### src/rtl/pwm_cfg_sequencer.sv
// pwm_cfg_sequencer: owns the per-channel cfg words feeding the PWM bank.
// Target values arrive from the bus (fixed priority) or the DSP stream. They
// reach cfg_o only on each channel's metacycle sync pulse, so a dither
// sequence always runs on one consistent value. A non-zero ramp_step limits
// how far cfg moves toward its target per sync.
module pwm_cfg_sequencer #(
  parameter int NCH = 4,
  parameter int CCW = 24,
  parameter int CHW = 3
) (
  input  logic                 clk,
  input  logic                 rst,
  input  logic                 bus_we,
  input  logic [CHW-1:0]       bus_ch,
  input  logic [CCW-1:0]       bus_data,
  output logic                 bus_ack,
  input  logic                 dsp_valid,
  input  logic [CHW-1:0]       dsp_ch,
  input  logic [CCW-1:0]       dsp_data,
  output logic                 dsp_ready,
  input  logic [CCW-1:0]       ramp_step,
  input  logic [NCH-1:0]       pwm_s_i,
  output logic [NCH*CCW-1:0]   cfg_o,
  output logic [NCH-1:0]       busy_o,
  output logic                 err_o
);

  logic [CCW-1:0] target_q [NCH];
  logic [CCW-1:0] target_d [NCH];
  logic [CCW-1:0] cfg_q    [NCH];
  logic [CCW-1:0] cfg_d    [NCH];
  logic [NCH-1:0] busy_q, busy_d;
  logic           bus_ack_q, bus_ack_d;
  logic           err_q, err_d;

  logic           wr_en;
  logic           wr_ok;
  logic [CHW-1:0] wr_ch;
  logic [CCW-1:0] wr_data;

  // One step of the slew limiter. The distance is formed first and compared
  // to the step, so cur+step is only taken when it is known to stay below
  // tgt and can never wrap.
  function automatic logic [CCW-1:0] ramp_next(input logic [CCW-1:0] cur,
                                               input logic [CCW-1:0] tgt,
                                               input logic [CCW-1:0] step);
    logic [CCW-1:0] diff;
    diff      = '0;
    ramp_next = cur;
    if (step == '0) begin
      ramp_next = tgt;
    end else if (tgt > cur) begin
      diff      = tgt - cur;
      ramp_next = (diff > step) ? (cur + step) : tgt;
    end else if (tgt < cur) begin
      diff      = cur - tgt;
      ramp_next = (diff > step) ? (cur - step) : tgt;
    end
  endfunction

  // The bus is never stalled; the DSP stream only proceeds when the bus is idle.
  assign dsp_ready = ~bus_we & ~rst;

  // Arbitrate the single target-write slot and flag out-of-range channels.
  always_comb begin
    wr_en   = bus_we | dsp_valid;
    wr_ch   = bus_we ? bus_ch   : dsp_ch;
    wr_data = bus_we ? bus_data : dsp_data;
    wr_ok   = wr_en && (32'(wr_ch) < NCH);
    err_d   = err_q | (wr_en & ~wr_ok);
    bus_ack_d = bus_we;
  end

  // Next target: the accepted write lands in its channel, others hold.
  always_comb begin
    for (int n = 0; n < NCH; n++) begin
      target_d[n] = target_q[n];
      if (wr_ok && (wr_ch == CHW'(n))) begin
        target_d[n] = wr_data;
      end
    end
  end

  // Next cfg: moves only on the channel's sync and always works from the
  // pre-write target, so a write racing the sync lands one metacycle later.
  always_comb begin
    for (int n = 0; n < NCH; n++) begin
      cfg_d[n]  = pwm_s_i[n] ? ramp_next(cfg_q[n], target_q[n], ramp_step)
                             : cfg_q[n];
      busy_d[n] = (target_d[n] != cfg_d[n]);
    end
  end

  // State registers; reset drops every target, cfg and outstanding flag.
  always_ff @(posedge clk or posedge rst) begin
    if (rst) begin
      for (int n = 0; n < NCH; n++) begin
        target_q[n] <= '0;
        cfg_q[n]    <= '0;
      end
      busy_q    <= '0;
      bus_ack_q <= 1'b0;
      err_q     <= 1'b0;
    end else begin
      for (int n = 0; n < NCH; n++) begin
        target_q[n] <= target_d[n];
        cfg_q[n]    <= cfg_d[n];
      end
      busy_q    <= busy_d;
      bus_ack_q <= bus_ack_d;
      err_q     <= err_d;
    end
  end

  // Flatten the per-channel cfg words onto the output bus.
  always_comb begin
    cfg_o = '0;
    for (int n = 0; n < NCH; n++) begin
      cfg_o[n*CCW +: CCW] = cfg_q[n];
    end
  end

  assign busy_o  = busy_q;
  assign bus_ack = bus_ack_q;
  assign err_o   = err_q;

endmodule

### config.mk
export PLATFORM = sky130hd
export DESIGN_NAME = pwm_cfg_sequencer
export DESIGN_NICKNAME = d
export VERILOG_FILES = /design/src/rtl/pwm_cfg_sequencer.sv
export SDC_FILE = /design/constraint.sdc
export NUM_CORES = 2
export LEC_CHECK = 0
export BUFFER_PORTS_ARGS = -buffer_cell sky130_fd_sc_hd__buf_2
export CAP_MARGIN = 5
export CELL_PAD_IN_SITES_DETAIL_PLACEMENT = 1
export CELL_PAD_IN_SITES_GLOBAL_PLACEMENT = 2
export CORE_MARGIN = 2
export CORE_UTILIZATION = 30
export CTS_CLUSTER_DIAMETER = 100
export DETAILED_ROUTE_END_ITERATION = 8
export GPL_TIMING_DRIVEN = 0
export PLACE_DENSITY_LB_ADDON = 0.25
export SETUP_SLACK_MARGIN = 0.02
export SLEW_MARGIN = 20
export SYNTH_ARGS = -nofsm -noshare
export SYNTH_HDL_FRONTEND = slang
export SYNTH_SLANG_ARGS = --single-unit
### constraint.sdc
create_clock -name clk -period 8.66 [get_ports clk]
set_input_delay 0.433 -clock clk [delete_from_list [all_inputs] [get_ports clk]]
set_output_delay 0.433 -clock clk [all_outputs]
set_load 0.01 [all_outputs]
After elaboration in Yosys (flattened, before gate mapping)
Index checks and enable logic that the tools add are counted.
{"block": "op_classes", "order_cmp": 17, "mux": 30, "n_bitwise": 7, "addsub": 16, "n_eq_ne": 7, "n_reduce_logical": 7}
{"op": "$mux 24", "count": 29}
{"op": "$gt 24x24->1", "count": 12}
{"op": "$sub 24x24->24", "count": 12}
{"op": "$add 24x24->24", "count": 4}
{"op": "$lt 24x24->1", "count": 4}
{"op": "$ne 24x24->1", "count": 4}
{"op": "$logic_not 24->1", "count": 1}
{"op": "$eq 3x2->1 const B", "count": 2}
{"op": "$logic_and 1x1->1", "count": 5}
{"op": "$eq 3x1->1 const B", "count": 1}
{"op": "$logic_not 3->1", "count": 1}
{"op": "$lt 3x3->1 const B", "count": 1}
{"op": "$mux 3", "count": 1}
{"op": "$not 1->1", "count": 3}
{"op": "$and 1x1->1", "count": 2}
{"op": "$or 1x1->1", "count": 2}
{"block": "totals", "output_inout_bits": 103, "in_bits": 86, "wordCells": 95, "ff_bits": 198}

Longest topological paths before layout
{"block": "depth", "ltp_word": 8, "depth_mapped": 33, "mapped_depth_nobuf": 31}

Worst setup path before layout
No wires, ideal clock.
{"block": "synth_timing", "path_kind": "reg-to-reg", "startpoint": "register cfg_q, in the netlist cfg_o[1]", "endpoint": "register busy_q[0], in the netlist busy_o[0]", "n_path_buf": 1, "path_slack_ns": 1.752, "path_stages_with_launch": 30, "arrival_time_ns": 6.769, "period_less_slack_ns": 6.908, "setup_time_ns": 0.139, "required_ns": 8.521, "path_cell_list": "dfrtp_1 > inv_1 > ha_1 > nor2b_1 > o21ai_0 > a21boi_0 > o21ai_0 > a21boi_0 > o21ai_0 > a21oi_1 > or4_1 > a31o_2 > a31oi_1 > nor2_1 > or2_2 > xor2_1 > ha_1 > nand3_1 > or4_1 > nor4_1 > a21oi_1 > clkbuf_1 > and3_1 > o21ai_0 > o2111ai_1 > xor2_1 > nor4_1 > nand4_1 > nor4b_1 > nand4b_1"}
{"item": "start, declared", "line": "30", "source": "logic [CCW-1:0] cfg_q [NCH];"}
{"item": "start signal, assigned by index", "line": "107", "source": "cfg_q[n] <= cfg_d[n];"}
{"item": "end signal, assigned", "line": "109", "source": "busy_q <= busy_d;"}
{"item": "end, declared", "line": "32", "source": "logic [NCH-1:0] busy_q, busy_d;"}

Final worst setup path
{"block": "layout_timing", "startpoint": "register cfg_q, in the netlist cfg_o[74]", "endpoint": "register busy_q[3], in the netlist busy_o[3]"}
{"block": "layout_between", "elab_chain_len": 8, "word_cells_on_any_way": 15, "classes_between": "add/sub (4); order compare (4); eq/ne (1); mux (6)"}
{"item": "$sub 24x24->24", "line": "56", "source": "diff = cur - tgt;"}
{"item": "$gt 24x24->1", "line": "57", "source": "ramp_next = (diff > step) ? (cur - step) : tgt;"}
{"item": "$mux 24", "line": "57"}
{"item": "$mux 24", "line": "55", "source": "end else if (tgt < cur) begin"}
{"item": "$mux 24", "line": "52", "source": "end else if (tgt > cur) begin"}
{"item": "$mux 24", "line": "50", "source": "if (step == '0) begin"}
{"item": "$mux 24 *", "line": "88", "source": "cfg_d[n] = pwm_s_i[n] ? ramp_next(cfg_q[n], target_q[n], ramp_step)"}
{"item": "$ne 24x24->1 *", "line": "90", "source": "busy_d[n] = (target_d[n] != cfg_d[n]);"}
{"item": "named net busy_d[3]", "line": "32"}
The timed path passes the listed nets; every way through them passes the cells marked *.

==> impl_metrics.env <==
export IMPL_status="finished clean"
export IMPL_rsz0062_at_grt="yes"
export IMPL_worstReg2RegStart="cfg_o[74]"
export IMPL_dieArea_mm2=0.127
export IMPL_finalCritPeriodShare_pct=97.1
export IMPL_synth_seq_cells=198
export IMPL_synth_edf_count=0
export IMPL_rows=129
export IMPL_design_core_area_mm2=0.123
export IMPL_yosysTopAreaCell="ha_1"
export IMPL_maxCapViolCount=0
export IMPL_portBuffers=184
export IMPL_setup_violations=0
export IMPL_drt_iter0_drc=4608
export IMPL_min_path_type="in2reg"
export IMPL_syn_inst=5058
export IMPL_clock_sinks=198
export IMPL_crit_type="reg2reg"
export IMPL_synth_top_cell_area_share_pct=18.8
export IMPL_nNetsFinal=5966
export IMPL_crit_required_ns=9.02
export IMPL_cts_buffers=17
export IMPL_grt_pass1_wl_mm=303
export IMPL_vias_per_cell=6.10
export IMPL_cts_root_buffer="clkbuf_16"
export IMPL_r2r_cells=30
export IMPL_cts_tree="built"
export IMPL_gr_total_overflow=0
export IMPL_grt_pass1_vias=41331
export IMPL_max_slew_worst_pin_slew_ns=1.26
export IMPL_antenna_found_initial=22
export IMPL_max_stage_delay_ns=0.70
export IMPL_arrival_ns=8.77
export IMPL_synth_area_leaders="ha_1 19%, dfrtp_1 13%, a21oi_1 6.5%"
export IMPL_clk_pin_slew_ns=0.09
export IMPL_fmax_ghz=0.119
export IMPL_die_y_um=356
export IMPL_seq_area_frac_synth_pct=13.3
export IMPL_drt_pass1_iter_count=6
export IMPL_htreeDepth=4
export IMPL_ff2ff_setup_slack_ns=0.25
export IMPL_start_util_pct=30.2
export IMPL_cp_endpoint="busy_o[3]"
export IMPL_die_w_um=356
export IMPL_cp_slowest_cell="dfrtp_1"
export IMPL_min_period_ns=8.41
export IMPL_syn_avg_cell_area_um2=7.36
export IMPL_path_max_fanout=10
export IMPL_layout_common_cells="560 x ha_1, 481 x a21oi_1, 387 x inv_1"
export IMPL_hold_viol_final=0
export IMPL_wire_per_inst_um=31.1
export IMPL_antenna_left=0
export IMPL_grt_util_all_layers_pct=33.0
export IMPL_hpwl_mm=169
export IMPL_relSlewSlack_pct=15.4
export IMPL_clock_path_buffers=2
export IMPL_vias=42494
export IMPL_synth_ff_type="dfrtp_1"
export IMPL_crit_start="cfg_o[74]"
export IMPL_drc=0
export IMPL_drt_total_wl_mm=216
export IMPL_synthArstFlopShare_pct=100
export IMPL_yosys_warnings=0
export IMPL_syn_to_final_growth_pct=13.3
export IMPL_clkLatencyLatePin_ns=0.56
export IMPL_final_common_cell="ha_1"
export IMPL_worst_clock_skew_ns=0.0130
export IMPL_setup_worst_path_start_class="flip-flop"
export IMPL_drive_gt1_share_pct=9.74
export IMPL_r2r_end="busy_o[3]"
export IMPL_grt_start_max_net_pins=73
export IMPL_globalplace_congestion=0.988
export IMPL_syn_nets=5720
export IMPL_crit_path_end_kind="flip-flop"
export IMPL_ys_types=96
export IMPL_report_final_slew_viol_count=0
export IMPL_netlist_area_mm2=0.0372
export IMPL_whs_ns=0.151
export IMPL_ios=189
[area by class of cell]
cell class,count,area [um2]
Multi-Input combinational cell,4207,30400
Buffer,237,987
Antenna cell,7,17.5
Inverter,413,1560
Clock buffer,21,470
Tap cell,1637,2050
Fill cell,15343,81300
Timing Repair Buffer,230,1550
Clock inverter,11,145
Sequential cell,198,4960
[registers in the layout (all words and copies together), names as in the netlist]
| register | cells |
|---|---|
| busy_o | 4 |
| err_o | 1 |
| target_q | 96 |
| bus_ack | 1 |
| cfg_o | 96 |
[stage by stage]
stage,setup WS [ns],std cells,instance area [um2],utilization [%],setup TNS [ns]
floorplan,1.75,5058,37200,-,0
global placement,-1.90,6879,40200,32.6,-221.70
detailed placement,-1.67,6900,41000,33.2,-5.70
CTS,0.0322,6942,41900,34.0,0
global route,-0.0750,6954,42200,34.1,-0.0869
finish,0.252,6961,42200,34.2,0
[cells by family after synthesis]
kind of cell,after synthesis,share of synthesized area (%)
AO/OA/AOI/OAI,1788,31.5
XOR/XNOR,348,8.19
AND/OR/NAND/NOR,1413,18.3
multiplexers,82,2.25
buffers and inverters,653,6.76
flip-flops,198,13.3
adder cells (fa/ha/maj),576,19.7
[synth_stat cells (40+ instances only)]
library cell / n
nand4_1: 72
a211oi_1: 83
nand3_1: 120
ha_1: 560
o31ai_1: 47
clkbuf_1: 178
o211ai_1: 67
xor2_1: 88
nor2b_1: 58
buf_2: 40
nor4_1: 46
dfrtp_1: 198
nor3_1: 116
xnor2_1: 260
a31oi_1: 57
o21bai_1: 68
inv_1: 410
o21a_1: 48
o21ai_0: 363
nand2b_1: 77
o22ai_1: 44
a21o_1: 136
nand2_1: 373
mux2i_1: 68
nor2_1: 372
a21oi_1: 485
[what timing repair did]
action / CTS / global route
endpoints found under the hold margin: 59 / 0
endpoints found under the setup margin: 10 / 4
hold buffers: 2 / 0
buffers inserted: 10 / 13
resized for setup: 48 / 39
pin swaps: 7 / 7
[worst min-delay path by stage]
stage	depth (start not counted)	slack (ns)	to	startpoint
after floorplan	0	0.46	bus_ack	bus_we
after global placement	2	0.57	target_q[43]	target_q[43]
after detailed placement	2	0.57	cfg_o[50]	rst
after CTS	3	0.12	err_o	dsp_ch[2]
after global routing	3	0.17	err_o	dsp_ch[2]
final	3	0.15	err_o	dsp_ch[2]
[per-layer routing]
| layer | track usage (%) | vias up | routed length [um] |
|---|---|---|---|
| li1 | - | 19037 | - |
| met4 | 17.7 | 6 | 12500 |
| met3 | 5.50 | 399 | 17000 |
| met5 | 0 | - | 35 |
| met1 | 45.4 | 21133 | 96600 |
| met2 | 48.9 | 1919 | 90300 |
[critical path: cells and delay by family, from the launching register on]
family                     cells  cell delay (ns)
and+or+nand+nor               11             2.94
AOI/OAI and AO/OA             10             2.14
buffers and inverters          6             1.60
DFF                            1             0.70
adders and majority gates      2             0.67
xor gates and xnor gates       1             0.16
Power is not shown: default switching activity piles up to over one toggle a cycle in this logic, so the estimate is an artifact.
